[src/rtl/bldc_pkg.sv]
// bldc_pkg: shared FSM state type, default constants and the
// signed clamp helper used by the BLDC speed controller.
package bldc_pkg;

    localparam int DEF_DATA_WIDTH = 16;
    localparam int DEF_K_WIDTH    = 8;
    localparam int DEF_FRAC_BITS  = 4;
    localparam int DEF_PWM_PERIOD = 255;
    localparam int DEF_DEADTIME   = 4;
    localparam int DEF_INT_LIMIT  = 1023;
    localparam int DEF_LOCK_TOL   = 8;

    // in-tolerance updates needed before locked asserts
    localparam int LOCK_COUNT = 8;

    typedef enum logic [1:0] {
        ST_IDLE = 2'd0,
        ST_RUN  = 2'd1,
        ST_DEAD = 2'd2
    } state_e;

    // clamp v into [lo, hi]; callers size-cast the result
    function automatic logic signed [63:0] saturate(
        input logic signed [63:0] v,
        input logic signed [63:0] lo,
        input logic signed [63:0] hi
    );
        logic signed [63:0] r;
        r = v;
        if (v < lo) begin
            r = lo;
        end else if (v > hi) begin
            r = hi;
        end
        return r;
    endfunction

endpackage

[src/rtl/bldc_enc_period.sv]
// bldc_enc_period: encoder synchroniser, double-edge error flag and
// period counter. Ports: clk/reset, encoder_a/b in; period_measured,
// stalled, enc_error out.
module bldc_enc_period
    import bldc_pkg::*;
#(
    parameter int DATA_WIDTH = DEF_DATA_WIDTH,
    parameter int TIMEOUT    = 2**DATA_WIDTH - 1
) (
    input  logic                  clk,
    input  logic                  reset,
    input  logic                  encoder_a,
    input  logic                  encoder_b,
    output logic [DATA_WIDTH-1:0] period_measured,
    output logic                  stalled,
    output logic                  enc_error
);

    localparam logic [DATA_WIDTH-1:0] TMO = DATA_WIDTH'(TIMEOUT);

    logic                  a_meta_q, a_sync_q, a_prev_q;
    logic                  b_meta_q, b_sync_q, b_prev_q;
    logic [DATA_WIDTH-1:0] cnt_q, cnt_d;
    logic [DATA_WIDTH-1:0] per_q, per_d;
    logic                  stall_q, stall_d;
    logic                  err_q, err_d;
    logic                  a_rise;

    always_ff @(posedge clk or posedge reset) begin
        if (reset) begin
            a_meta_q <= 1'b0;
            a_sync_q <= 1'b0;
            a_prev_q <= 1'b0;
            b_meta_q <= 1'b0;
            b_sync_q <= 1'b0;
            b_prev_q <= 1'b0;
            cnt_q    <= '0;
            per_q    <= '0;
            stall_q  <= 1'b0;
            err_q    <= 1'b0;
        end else begin
            a_meta_q <= encoder_a;
            a_sync_q <= a_meta_q;
            a_prev_q <= a_sync_q;
            b_meta_q <= encoder_b;
            b_sync_q <= b_meta_q;
            b_prev_q <= b_sync_q;
            cnt_q    <= cnt_d;
            per_q    <= per_d;
            stall_q  <= stall_d;
            err_q    <= err_d;
        end
    end

    always_comb begin
        a_rise  = a_sync_q & ~a_prev_q;
        // both phases moving at once is not a legal quadrature step
        err_d   = (a_sync_q ^ a_prev_q) & (b_sync_q ^ b_prev_q);
        cnt_d   = cnt_q;
        per_d   = per_q;
        stall_d = stall_q;
        if (a_rise) begin
            per_d   = cnt_q;
            cnt_d   = DATA_WIDTH'(1);
            stall_d = 1'b0;
        end else if (cnt_q != TMO) begin
            cnt_d = cnt_q + DATA_WIDTH'(1);
            if (cnt_d == TMO) begin
                per_d   = TMO;
                stall_d = 1'b1;
            end
        end
    end

    assign period_measured = per_q;
    assign stalled         = stall_q;
    assign enc_error       = err_q;

endmodule

[src/rtl/bldc_speed_ctrl.sv]
// bldc_speed_ctrl: period-based PID speed loop driving a PWM H-bridge
// pair with deadtime. Ports: clk/reset, encoder_a/b, enable, dir_cmd,
// period_reference, kp/ki/kd in; motor_positive/negative,
// period_measured, duty, locked, stalled, enc_error out.
module bldc_speed_ctrl
    import bldc_pkg::*;
#(
    parameter int DATA_WIDTH = DEF_DATA_WIDTH,
    parameter int K_WIDTH    = DEF_K_WIDTH,
    parameter int FRAC_BITS  = DEF_FRAC_BITS,
    parameter int PWM_PERIOD = DEF_PWM_PERIOD,
    parameter int DEADTIME   = DEF_DEADTIME,
    parameter int INT_LIMIT  = DEF_INT_LIMIT,
    parameter int LOCK_TOL   = DEF_LOCK_TOL,
    parameter int TIMEOUT    = 2**DATA_WIDTH - 1
) (
    input  logic                  clk,
    input  logic                  reset,
    input  logic                  encoder_a,
    input  logic                  encoder_b,
    input  logic                  enable,
    input  logic                  dir_cmd,
    input  logic [DATA_WIDTH-1:0] period_reference,
    input  logic [K_WIDTH-1:0]    kp,
    input  logic [K_WIDTH-1:0]    ki,
    input  logic [K_WIDTH-1:0]    kd,
    output logic                  motor_positive,
    output logic                  motor_negative,
    output logic [DATA_WIDTH-1:0] period_measured,
    output logic [DATA_WIDTH-1:0] duty,
    output logic                  locked,
    output logic                  stalled,
    output logic                  enc_error
);

    localparam int EW  = DATA_WIDTH + 1;
    localparam int IW  = $clog2(INT_LIMIT + 1) + 1;
    // wide enough that no PID term or their sum can overflow
    localparam int SW  = K_WIDTH + EW + IW + 4;
    localparam int DCW = $clog2(DEADTIME + 1) + 1;

    localparam logic [DATA_WIDTH-1:0] PWM_LAST  = DATA_WIDTH'(PWM_PERIOD - 1);
    localparam logic [DCW-1:0]        DEAD_LAST = DCW'(DEADTIME - 1);

    state_e                  state_q, state_d;
    logic [DCW-1:0]          dead_cnt_q, dead_cnt_d;
    logic                    dir_q, dir_d;
    logic [DATA_WIDTH-1:0]   pwm_cnt_q, pwm_cnt_d;
    logic signed [EW-1:0]    err_q, err_d;
    logic signed [EW-1:0]    prev_err_q, prev_err_d;
    logic signed [IW-1:0]    integral_q, integral_d;
    logic [K_WIDTH-1:0]      kp_q, kp_d, ki_q, ki_d, kd_q, kd_d;
    logic                    upd_q, upd_d;
    logic [DATA_WIDTH-1:0]   duty_q, duty_d;
    logic                    sat_hi_q, sat_hi_d, sat_lo_q, sat_lo_d;
    logic [3:0]              lock_cnt_q, lock_cnt_d;

    logic                    strobe;
    logic                    pwm;
    logic                    hold;
    logic                    in_tol;
    logic signed [EW-1:0]    err_now;
    logic [EW-1:0]           err_mag;
    logic signed [SW-1:0]    p_term, i_term, d_term;
    logic signed [SW-1:0]    pid_sum, pid_shift;

    bldc_enc_period #(
        .DATA_WIDTH (DATA_WIDTH),
        .TIMEOUT    (TIMEOUT)
    ) u_enc (
        .clk             (clk),
        .reset           (reset),
        .encoder_a       (encoder_a),
        .encoder_b       (encoder_b),
        .period_measured (period_measured),
        .stalled         (stalled),
        .enc_error       (enc_error)
    );

    always_ff @(posedge clk or posedge reset) begin
        if (reset) begin
            state_q    <= ST_IDLE;
            dead_cnt_q <= '0;
            dir_q      <= 1'b0;
            pwm_cnt_q  <= '0;
            err_q      <= '0;
            prev_err_q <= '0;
            integral_q <= '0;
            kp_q       <= '0;
            ki_q       <= '0;
            kd_q       <= '0;
            upd_q      <= 1'b0;
            duty_q     <= '0;
            sat_hi_q   <= 1'b0;
            sat_lo_q   <= 1'b0;
            lock_cnt_q <= '0;
        end else begin
            state_q    <= state_d;
            dead_cnt_q <= dead_cnt_d;
            dir_q      <= dir_d;
            pwm_cnt_q  <= pwm_cnt_d;
            err_q      <= err_d;
            prev_err_q <= prev_err_d;
            integral_q <= integral_d;
            kp_q       <= kp_d;
            ki_q       <= ki_d;
            kd_q       <= kd_d;
            upd_q      <= upd_d;
            duty_q     <= duty_d;
            sat_hi_q   <= sat_hi_d;
            sat_lo_q   <= sat_lo_d;
            lock_cnt_q <= lock_cnt_d;
        end
    end

    // FSM next state and bridge outputs
    always_comb begin
        state_d        = state_q;
        dead_cnt_d     = dead_cnt_q;
        dir_d          = dir_q;
        motor_positive = 1'b0;
        motor_negative = 1'b0;
        unique case (state_q)
            ST_IDLE: begin
                if (enable) begin
                    state_d    = ST_DEAD;
                    dead_cnt_d = '0;
                end
            end
            ST_DEAD: begin
                if (!enable) begin
                    state_d = ST_IDLE;
                end else if (dead_cnt_q == DEAD_LAST) begin
                    state_d = ST_RUN;
                    dir_d   = dir_cmd;
                end else begin
                    dead_cnt_d = dead_cnt_q + DCW'(1);
                end
            end
            ST_RUN: begin
                motor_positive = pwm & dir_q;
                motor_negative = pwm & ~dir_q;
                if (!enable) begin
                    state_d = ST_IDLE;
                end else if (dir_cmd != dir_q) begin
                    state_d    = ST_DEAD;
                    dead_cnt_d = '0;
                end
            end
            default: state_d = ST_IDLE;
        endcase
    end

    // PID datapath
    always_comb begin
        strobe  = (pwm_cnt_q == PWM_LAST);
        pwm     = (pwm_cnt_q < duty_q);
        err_now = $signed({1'b0, period_measured})
                - $signed({1'b0, period_reference});
        err_mag = err_now[EW-1] ? EW'(-err_now) : EW'(err_now);
        in_tol  = (err_mag <= EW'(LOCK_TOL));
        // freeze the integrator while the output is pinned the same way
        hold    = (sat_hi_q & ~err_now[EW-1] & (|err_now))
                | (sat_lo_q & err_now[EW-1]);

        p_term    = SW'($signed({1'b0, kp_q})) * SW'(err_q);
        i_term    = SW'($signed({1'b0, ki_q})) * SW'(integral_q);
        d_term    = SW'($signed({1'b0, kd_q}))
                  * (SW'(err_q) - SW'(prev_err_q));
        pid_sum   = p_term + i_term + d_term;
        pid_shift = pid_sum >>> FRAC_BITS;

        pwm_cnt_d  = strobe ? '0 : pwm_cnt_q + DATA_WIDTH'(1);
        err_d      = err_q;
        prev_err_d = prev_err_q;
        integral_d = integral_q;
        kp_d       = kp_q;
        ki_d       = ki_q;
        kd_d       = kd_q;
        upd_d      = 1'b0;
        duty_d     = duty_q;
        sat_hi_d   = sat_hi_q;
        sat_lo_d   = sat_lo_q;
        lock_cnt_d = lock_cnt_q;

        if (strobe) begin
            kp_d = kp;
            ki_d = ki;
            kd_d = kd;
        end

        if (state_q == ST_IDLE) begin
            err_d      = '0;
            prev_err_d = '0;
            integral_d = '0;
            duty_d     = '0;
            sat_hi_d   = 1'b0;
            sat_lo_d   = 1'b0;
            lock_cnt_d = '0;
        end else begin
            if (strobe) begin
                err_d      = err_now;
                prev_err_d = err_q;
                upd_d      = 1'b1;
                if (!hold) begin
                    integral_d = IW'(saturate(
                        64'(integral_q) + 64'(err_now),
                        -64'(INT_LIMIT), 64'(INT_LIMIT)));
                end
                if (in_tol) begin
                    if (lock_cnt_q != 4'(LOCK_COUNT)) begin
                        lock_cnt_d = lock_cnt_q + 4'd1;
                    end
                end else begin
                    lock_cnt_d = '0;
                end
            end
            if (upd_q) begin
                duty_d   = DATA_WIDTH'(saturate(64'(pid_shift),
                               64'sd0, 64'(PWM_PERIOD)));
                sat_hi_d = (pid_shift > SW'(PWM_PERIOD));
                sat_lo_d = pid_shift[SW-1];
            end
            if (state_q != ST_RUN || stalled) begin
                lock_cnt_d = '0;
            end
        end
    end

    assign duty   = duty_q;
    assign locked = (lock_cnt_q == 4'(LOCK_COUNT))
                  & (state_q == ST_RUN) & ~stalled;

endmodule

[config.mk]
export PLATFORM = sky130hd
export DESIGN_NAME = bldc_speed_ctrl
export DESIGN_NICKNAME = d
export VERILOG_FILES = /design/src/rtl/bldc_pkg.sv /design/src/rtl/bldc_enc_period.sv /design/src/rtl/bldc_speed_ctrl.sv
export SDC_FILE = /design/constraint.sdc
export NUM_CORES = 1
export LEC_CHECK = 0
export BUFFER_PORTS_ARGS = -buffer_cell sky130_fd_sc_hd__buf_4
export CAP_MARGIN = 0
export CELL_PAD_IN_SITES_DETAIL_PLACEMENT = 1
export CELL_PAD_IN_SITES_GLOBAL_PLACEMENT = 1
export CORE_MARGIN = 1.5
export CORE_UTILIZATION = 50
export CTS_CLUSTER_DIAMETER = 30
export DETAILED_ROUTE_END_ITERATION = 10
export PLACE_DENSITY_LB_ADDON = 0.1
export SYNTH_ARGS = -nofsm -noshare
export SYNTH_HDL_FRONTEND = slang
export SYNTH_SLANG_ARGS = --single-unit
[constraint.sdc]
create_clock -name clk -period 11.3 [get_ports clk]
set_clock_uncertainty 0.15 [all_clocks]
set_input_delay 2.26 -clock clk [delete_from_list [all_inputs] [get_ports clk]]
set_output_delay 2.26 -clock clk [all_outputs]
set_load 0.05 [all_outputs]
==> results of run 1 <==
routing by layer:
metal / wire length [um] / part of all wire, %
met5: 0 / 0
met4: 1650 / 2.3
met3: 3280 / 4.6
met2: 36400 / 51
met1: 29700 / 42
cell families after synthesis:
kind of cell | synth area share [%]
compound gates | 9.17
xor+xnor | 3.07
fa+ha+maj | 42.2
buf+inv | 11.8
flops | 15.8
mux | 0.301
simple gates | 17.6
registers in the layout, summed over array words and instances (netlist names), 4 cells and up:
| signal | cells |
|---|---|
| dead_cnt_q | 4 |
| lock_cnt_q | 4 |
| kp_q | 8 |
| kd_q | 8 |
| err_q | 17 |
| integral_q | 11 |
| u_enc.period_measured | 16 |
| u_enc.cnt_q | 16 |
| pwm_cnt_q | 16 |
| prev_err_q | 17 |
| duty | 16 |
| ki_q | 8 |
area by class of cell:
class | count | share of cell area [%]
flip-flops and latches | 155 | 14.7
clock inverters | 13 | 0.504
multi-input cells | 1935 | 67.7
well taps | 615 | 2.92
repair buffers | 103 | 2.94
inverters | 668 | 9.54
clock buffers | 18 | 1.63
per-stage QoR:
step | total power (W) | worst slack, ns | cells | hold slack [ns] | area [um2]
CTS | 0.00157 | 0.0854 | 3503 | 0.201 | 26300
detailed placement | 0.000970 | 0.00263 | 3472 | 0.186 | 25700
global route | 0.00163 | 0.0390 | 3507 | 0.217 | 26300
floorplan | 0.000856 | 1.35 | 2857 | 0.181 | 24500
global placement | 0.000954 | 0.424 | 3472 | 0.184 | 25700
finish | 0.00156 | 0.740 | 3507 | 0.199 | 26300
critical path, delay by kind of cell, from the launching register on:
kind            cells  cell delay [ns]
compound gates     14             2.71
flops               1             0.38
fa+ha+maj          10             4.55
buf+inv             8             0.60
simple gates        7             1.80
xor+xnor            1             0.21
power breakdown:
group | switching (W) | total [W] | internal (W)
combinational | 0.000239 | 0.000366 | 0.000127
clock | 0.000284 | 0.000592 | 0.000307
sequential | 0.0000258 | 0.000598 | 0.000572
cell usage in the layout, fill, tap and decap left out, types with 6 or more instances in the layout:
| master | count |
|---|---|
| o21ai_1 | 12 |
| o21a_1 | 14 |
| o211ai_1 | 8 |
| fa_1 | 396 |
| nor4_1 | 11 |
| o31ai_1 | 10 |
| o21ai_0 | 69 |
| xnor2_1 | 52 |
| or3_1 | 14 |
| nand2b_1 | 12 |
| buf_4 | 103 |
| a21o_1 | 24 |
| nand3_1 | 31 |
| nor3_1 | 36 |
| o2111ai_1 | 6 |
| a31oi_1 | 11 |
| inv_1 | 664 |
| clkbuf_16 | 17 |
| dfrtp_1 | 155 |
| nand4_1 | 13 |
| a21boi_0 | 6 |
| nor2_1 | 102 |
| xor2_1 | 29 |
| nor2b_1 | 22 |
| ha_1 | 193 |
| and2_1 | 207 |
| and3_1 | 12 |
| inv_6 | 6 |
| nand2_1 | 392 |
| a21oi_1 | 128 |
| a211oi_1 | 12 |
| a2111oi_0 | 8 |
| o22ai_1 | 6 |
| or2_2 | 6 |
worst max path at each step:
stage,start,end,cells past startpoint
floorplan,err_q[0],duty[5],40
global placement,err_q[0],duty[5],39
detailed placement,err_q[0],duty[5],38
CTS,err_q[0],duty[5],38
global route,err_q[0],duty[1],40
finish,err_q[0],duty[5],40
timing repair:
action / CTS / global route
gates cloned: 0 / 0
resized for setup: 1 / 9
buffers inserted: 0 / 4
setup endpoints to repair: 5 / 9
pin swaps: 0 / 2
==> flow_summary.toml, run 1 <==
[outcome]
status = "finished, final reports clean"

[cts]
cts_buffers = 17
cts-hold-fix-buffers = 0
insertion_delay_ns = 0.50
clockBufferDepth = 2
cts_tree = "done"
cts-root-buf = "clkbuf_16"
htreeDepth = 4
cts_sinks = 155
clk_pin_slew_ns = 0.07

[timing]
tightest_slew_ns = 1.03
slew-limit-headroom_pct = 30.5
max_freq_ghz = 0.0947
min_period_ns = 10.56
rsz0062_at_grt = "false"
setup_viol = 0
drv_slew = 0
hold_violations = 0
fin_crit_sh_pct = 93.5
fin_setup_tns_ns = 0

[critical_path]
crit_top_cell = "fa_1"
r2r_start = "err_q[0]"
crit_path_max_incr_delay_ns = 0.68
reg2reg_to = "duty[5]"
critPathSlowestCell = "or4b_2"
critPathMaxFanout = 9
crit_required_ns = 11.49
worstPathArrival_ns = 10.75
r2r_slack_ns = 0.74
start_kind = "register"
crit_type = "reg -> reg"
rr_worst_depth = 40
crit_path_end_kind = "register"

[grt]
antenna_found_initial = 0
grt_pass1_wl_mm = 118
overflow = 0
grtUsageMet2_pct = 53.6
busiest_layer = "met2"
met3_usage_pct = 5.16
use_met1_pct = 38.0
grtUsageTotal_pct = 30.3
grt_pass1_vias = 22200
grt_max_degree = 105

[floorplanning]
initial_utilization_pct = 51.0
core_um2 = 48000
fp.dieW_um = 224
dieHeight_um = 224
rows = 80
die_area_um2 = 50400
io_pins = 83

[yosys]
synthTopCellsByArea = "fa_1 32%, dfrtp_1 16%, inv_1 10%"
synth_top_area_cell = "fa_1"
ys_seq_area_share_pct = 15.8
synth.net_count = 3492
synth-async-reset-ratio_pct = 100
syn_area_um2 = 24500
synth_cell_type_count = 80
synth_cells = 2857
yosysMostFrequentCell = "inv_1"
ys_warn_count = 0
synth_seq_cells = 155
yosys.area.top_type_share_pct = 32.3
synth_ff_type = "dfrtp_1"
synthTopCellsByCount = "665 x inv_1, 396 x fa_1, 392 x nand2_1"
post_synth.cell_area_avg_um2 = 8.58
synth_edf_count = 0

[detailed_routing]
wl_mm = 71.0
vias = 19300
routedWlPerCell_um = 20.2
drc = 0
drt_iter0_markers = 793
vias_per_cell = 5.51
drtPass1Iterations = 5
ant_nets = 0

[final_layout]
insertedDiodeCount = 0
multi_input_area_um2 = 17800
register_area_um2 = 3880
fillers = 5712
nNetsFinal = 3515
area_growth_pct = 7.37
final_util_pct = 54.8
layout-drive-gt1-share_pct = 5.81

[placed_design]
place_congestion = 0.909
hpwlAfterDp_mm = 58.9
io_buffers = 82

[power_and_ir_drop]
ir_drop_uv = 123
power.leakage_nw = 13.2
power_density_nw_per_um2 = 59.1

[hold_path]
min-delay-start = "u_enc.a_meta_q"
hp-class = "reg -> reg"
worstHoldEndpoint = "u_enc.a_sync_q"
min_delay_path_depth = 0

[flow_run]
timing.max_cap.violations = 0
Power figures use the tool's default switching activity.
==> inputs of run 2 (changes only) <==
RECOVER_POWER = 25   (was unset)
==> flow_summary.toml, run 2 (synthesis gave the netlist of run 1 again) <==
[hold_path]
min-delay-start = "u_enc.a_meta_q"
min_delay_path_depth = 0
hp-class = "reg -> reg"
worstHoldEndpoint = "u_enc.a_sync_q"

[grt]
overflow = 0
grt_pass1_vias = 22200
antenna_found_initial = 0
grt_pass1_wl_mm = 118
grt_max_degree = 105
grtUsageTotal_pct = 30.3

[power_and_ir_drop]
clockPowerShare_pct = 38.0
p_sw_share_pct = 35.3
switchingPower_w = 0.000550
p_comb_share_pct = 23.5
power_frac_seq_pct = 38.4
intPower_w = 0.00101
power.leakage_nw = 13.2
power_density_nw_per_um2 = 59.1
ir_drop_uv = 123

[detailed_routing]
routedWlPerCell_um = 20.2
ant_nets = 0
drt_iter0_markers = 827
vias = 19300
vias_per_cell = 5.50
drc = 0
wl_mm = 70.9
drtPass1Iterations = 5

[flow_run]
timing.max_cap.violations = 2

[timing]
hold_violations = 0
fin_crit_sh_pct = 93.4
min_period_ns = 10.56
max_freq_ghz = 0.0947
drv_slew = 161
fin_setup_tns_ns = 0
setup_viol = 0
rsz0062_at_grt = "false"
tightest_slew_ns = 4.97
slew-limit-headroom_pct = -233

[placed_design]
io_buffers = 82
place_congestion = 0.909
dpl.cell_count = 3472
hpwlAfterDp_mm = 58.9

[floorplanning]
dieHeight_um = 224
initial_utilization_pct = 51.0
die_area_um2 = 50400
fp.dieW_um = 224
io_pins = 83
core_um2 = 48000
rows = 80

[critical_path]
start_kind = "register"
r2r_slack_ns = 0.74
r2r_start = "err_q[0]"
crit_required_ns = 11.49
crit_path_max_incr_delay_ns = 0.68
rr_worst_depth = 40
critPathSlowestCell = "or4b_2"
worstPathArrival_ns = 10.75
crit_top_cell = "fa_1"
critPathMaxFanout = 9
reg2reg_to = "duty[5]"
crit_path_end_kind = "register"
crit_type = "reg -> reg"

[final_layout]
nNetsFinal = 3515
layoutNonFillerInstCount = 3507
reg_top3 = "err_q x17, prev_err_q x17"
area_growth_pct = 7.30
layout-drive-gt1-share_pct = 5.67
layout_commonest_cell = "inv_1"
insertedDiodeCount = 0
layout_common_cells = "664 x inv_1, 396 x fa_1, 392 x nand2_1"

[cts]
clk_pin_slew_ns = 0.07
cts_tree = "done"
clockBufferDepth = 2
cts_buffers = 17
cts_sinks = 155
insertion_delay_ns = 0.50
htreeDepth = 4
cts-root-buf = "clkbuf_16"

[outcome]
violations = "capacitance limit, slew limit"
status = "finished with violations"
==> run 2: per-layer routing <==
metal / global-route usage (%) / vias up / wire length (um)
met1: 38.0 / 9991 / 29700
met5: 0 / - / 0
met3: 5.16 / 108 / 3250
met4: 9.01 / 0 / 1650
li1: - / 8808 / -
met2: 53.6 / 387 / 36400
==> run 2: worst max-delay path, delay by kind of cell (launching register included) <==
kind / cells / cell delay, ns
fa+ha+maj: 10 / 4.55
compound gates: 14 / 2.71
simple gates: 7 / 1.80
buf+inv: 8 / 0.60
flops: 1 / 0.38
xor+xnor: 1 / 0.21
==> run 2: layout make-up <==
type                            count  area, um2
Clock buffer                       18        429
Clock inverter                     13        133
Fill cell                        5720      21700
Inverter                          668       2510
Multi-Input combinational cell   1935      17800
Sequential cell                   155       3880
Tap cell                          615        769
Timing Repair Buffer              103        762
==> run 2: what timing repair did <==
| action | 4_1_cts | 5_1_grt |
|---|---|---|
| setup endpoints to repair | 5 | 9 |
| pin swaps | 0 | 2 |
| setup buffers | 0 | 4 |
| resized for setup | 1 | 9 |
| gates cloned | 0 | 0 |
| hold buffers | 0 | 0 |
==> run 2: power by group through the flow <==
stage,logic [W],clock network (W),registers [W]
final,0.000366,0.000592,0.000598
after global placement,0.000348,0,0.000607
after global routing,0.000403,0.000623,0.000602
after floorplan,0.000239,0,0.000616
after CTS,0.000365,0.000609,0.000598
after detailed placement,0.000362,0,0.000608
==> run 2: how the worst max path moves through the flow <==
stage                     startpoint       to  slack [ns]  depth (start not counted)
after global placement      err_q[0]  duty[5]        0.42                         39
after CTS                   err_q[0]  duty[5]        0.09                         38
after detailed placement    err_q[0]  duty[5]       0.003                         38
after floorplan             err_q[0]  duty[5]        1.35                         40
final                       err_q[0]  duty[5]        0.74                         40
after global routing        err_q[0]  duty[1]        0.04                         40
==> run 2: stage by stage <==
stage / instance area [um2] / total power [W] / setup slack (ns) / util, % / hold WS [ns]
2_1_floorplan: 24500 / 0.000856 / 1.35 / - / 0.181
4_1_cts: 26300 / 0.00157 / 0.0854 / 54.6 / 0.201
5_1_grt: 26300 / 0.00163 / 0.0390 / 54.8 / 0.217
3_3_place_gp: 25700 / 0.000954 / 0.424 / 53.5 / 0.184
3_5_place_dp: 25700 / 0.000970 / 0.00263 / 53.5 / 0.186
6_report: 26300 / 0.00156 / 0.742 / 54.8 / 0.199
==> inputs of run 3 (changes only) <==
==> constraint.sdc (replaced) <==
create_clock -name clk -period 11.3 [get_ports clk]
set_clock_uncertainty 0.15 [all_clocks]
set_input_delay 0.565 -clock clk [delete_from_list [all_inputs] [get_ports clk]]
set_output_delay 0.565 -clock clk [all_outputs]
set_load 0.05 [all_outputs]
==> flow_summary.toml, run 3 (synthesis gave the netlist of run 1 again) <==
[placed_design]
place_area_um2 = 25700
place_congestion = 0.909
hpwlAfterDp_mm = 58.9
io_buffers = 82
dpl.cell_count = 3472

[cts]
cts-root-buf = "clkbuf_16"
cts_tree = "done"
cts_sinks = 155
clockBufferDepth = 2
htreeDepth = 4
insertion_delay_ns = 0.50
clk_pin_slew_ns = 0.09
cts_buffers = 17

[critical_path]
start_kind = "register"
worstPathArrival_ns = 10.76
crit_path_max_incr_delay_ns = 0.68
critPathSlowestCell = "or4b_2"
crit_type = "reg -> reg"
crit_top_cell = "fa_1"
crit_required_ns = 11.49
crit_path_end_kind = "register"
crit_start = "err_q[0]"
critPathMaxFanout = 9
r2r_start = "err_q[0]"

[floorplanning]
io_pins = 83
fp.dieW_um = 224
initial_utilization_pct = 51.0
dieHeight_um = 224
core_um2 = 48000
rows = 80
die_area_um2 = 50400

[final_layout]
reg_top3 = "err_q x17, prev_err_q x17"
layout_common_cells = "664 x inv_1, 396 x fa_1, 392 x nand2_1"
layout-drive-gt1-share_pct = 5.81
design_area_um2 = 26400
insertedDiodeCount = 0
nNetsFinal = 3517
fillers = 5712
area_growth_pct = 7.43
layout_commonest_cell = "inv_1"
layoutNonFillerInstCount = 3509

[outcome]
status = "finished with violations"
violations = "capacitance limit, slew limit"

[timing]
rsz0062_at_grt = "false"
setup_viol = 0
min_period_ns = 10.57
hold_violations = 0
fin_setup_tns_ns = 0
slew-limit-headroom_pct = -238
max_freq_ghz = 0.0946
tightest_slew_ns = 5.04
holdWs_ns = 0.115
fin_crit_sh_pct = 93.5
drv_slew = 105

[power_and_ir_drop]
power.leakage_nw = 13.2
power_density_nw_per_um2 = 59.1
ir_drop_uv = 125

[detailed_routing]
vias = 19300
routedWlPerCell_um = 20.2
drt_iter0_markers = 843
ant_nets = 0
wl_mm = 71.0
drtPass1Iterations = 5
drc = 0
vias_per_cell = 5.51

[grt]
grtUsageTotal_pct = 30.3
antenna_found_initial = 0
overflow = 0
grt_pass1_wl_mm = 118
grt_pass1_vias = 22200
grt_max_degree = 105

[hold_path]
hp-class = "in -> reg"
min-delay-start = "kd[2]"

[flow_run]
timing.max_cap.violations = 1
[run 3: report_power, final]
part / leakage, nW / switching [W] / internal, W
logic: 10.9 / 0.000240 / 0.000128
registers: 1.99 / 0.0000258 / 0.000573
clock network: 0.268 / 0.000285 / 0.000307
total: 13.2 / 0.000551 / 0.00101
[run 3: final timing paths]
kind	endpoint	slack, ns	cells past startpoint
max	duty[5]	0.73	40
min	kd_q[2]	0.12	3
max reg2reg	duty[5]	0.73	40
min reg2reg	u_enc.a_sync_q	0.20	0
max in group asynchronous	prev_err_q[1]	7.10	3
min in group asynchronous	u_enc.enc_error	1.50	2
[run 3: final cells by class]
| type | count | area, um2 | area share (%) |
|---|---|---|---|
| multi-input cells | 1935 | 17800 | 67.7 |
| flip-flops and latches | 155 | 3880 | 14.7 |
| repair buffers | 105 | 793 | 3.01 |
| clock buffers | 18 | 429 | 1.63 |
| inverters | 668 | 2510 | 9.52 |
| clock inverters | 13 | 133 | 0.503 |
| well taps | 615 | 769 | 2.92 |
[run 3: worst max-delay path, delay by kind of cell (launching register included)]
family	cells	cell delay (ns)
AND/OR/NAND/NOR	7	1.80
buffers and inverters	8	0.60
AO/OA/AOI/OAI	14	2.71
XOR/XNOR	1	0.21
adder cells (fa/ha/maj)	10	4.55
flip-flops	1	0.38
[run 3: layer usage]
metal  wire length, um  track usage, %  vias to the layer above
met5                 0               0                        -
met2             36400            53.6                      412
li1                  -               -                     8820
met4              1650            9.01                        0
met1             29500            38.0                    10000
met3              3470            5.16                      104
[run 3: stage by stage]
step	setup slack, ns	util (%)	power (W)
3_3_place_gp	0.424	53.5	0.000954
6_report	0.731	54.8	0.00156
5_1_grt	0.0390	54.8	0.00163
3_5_place_dp	0.00263	53.5	0.000970
4_1_cts	0.0854	54.7	0.00157
2_1_floorplan	1.35	-	0.000856
[run 3: timing repair]
| item | CTS | global route |
|---|---|---|
| buffers inserted | 0 | 4 |
| setup endpoints to repair | 5 | 9 |
| hold endpoints to repair | 2 | 0 |
| pin swaps | 0 | 2 |
| resized for setup | 1 | 9 |
| hold buffers | 2 | 0 |
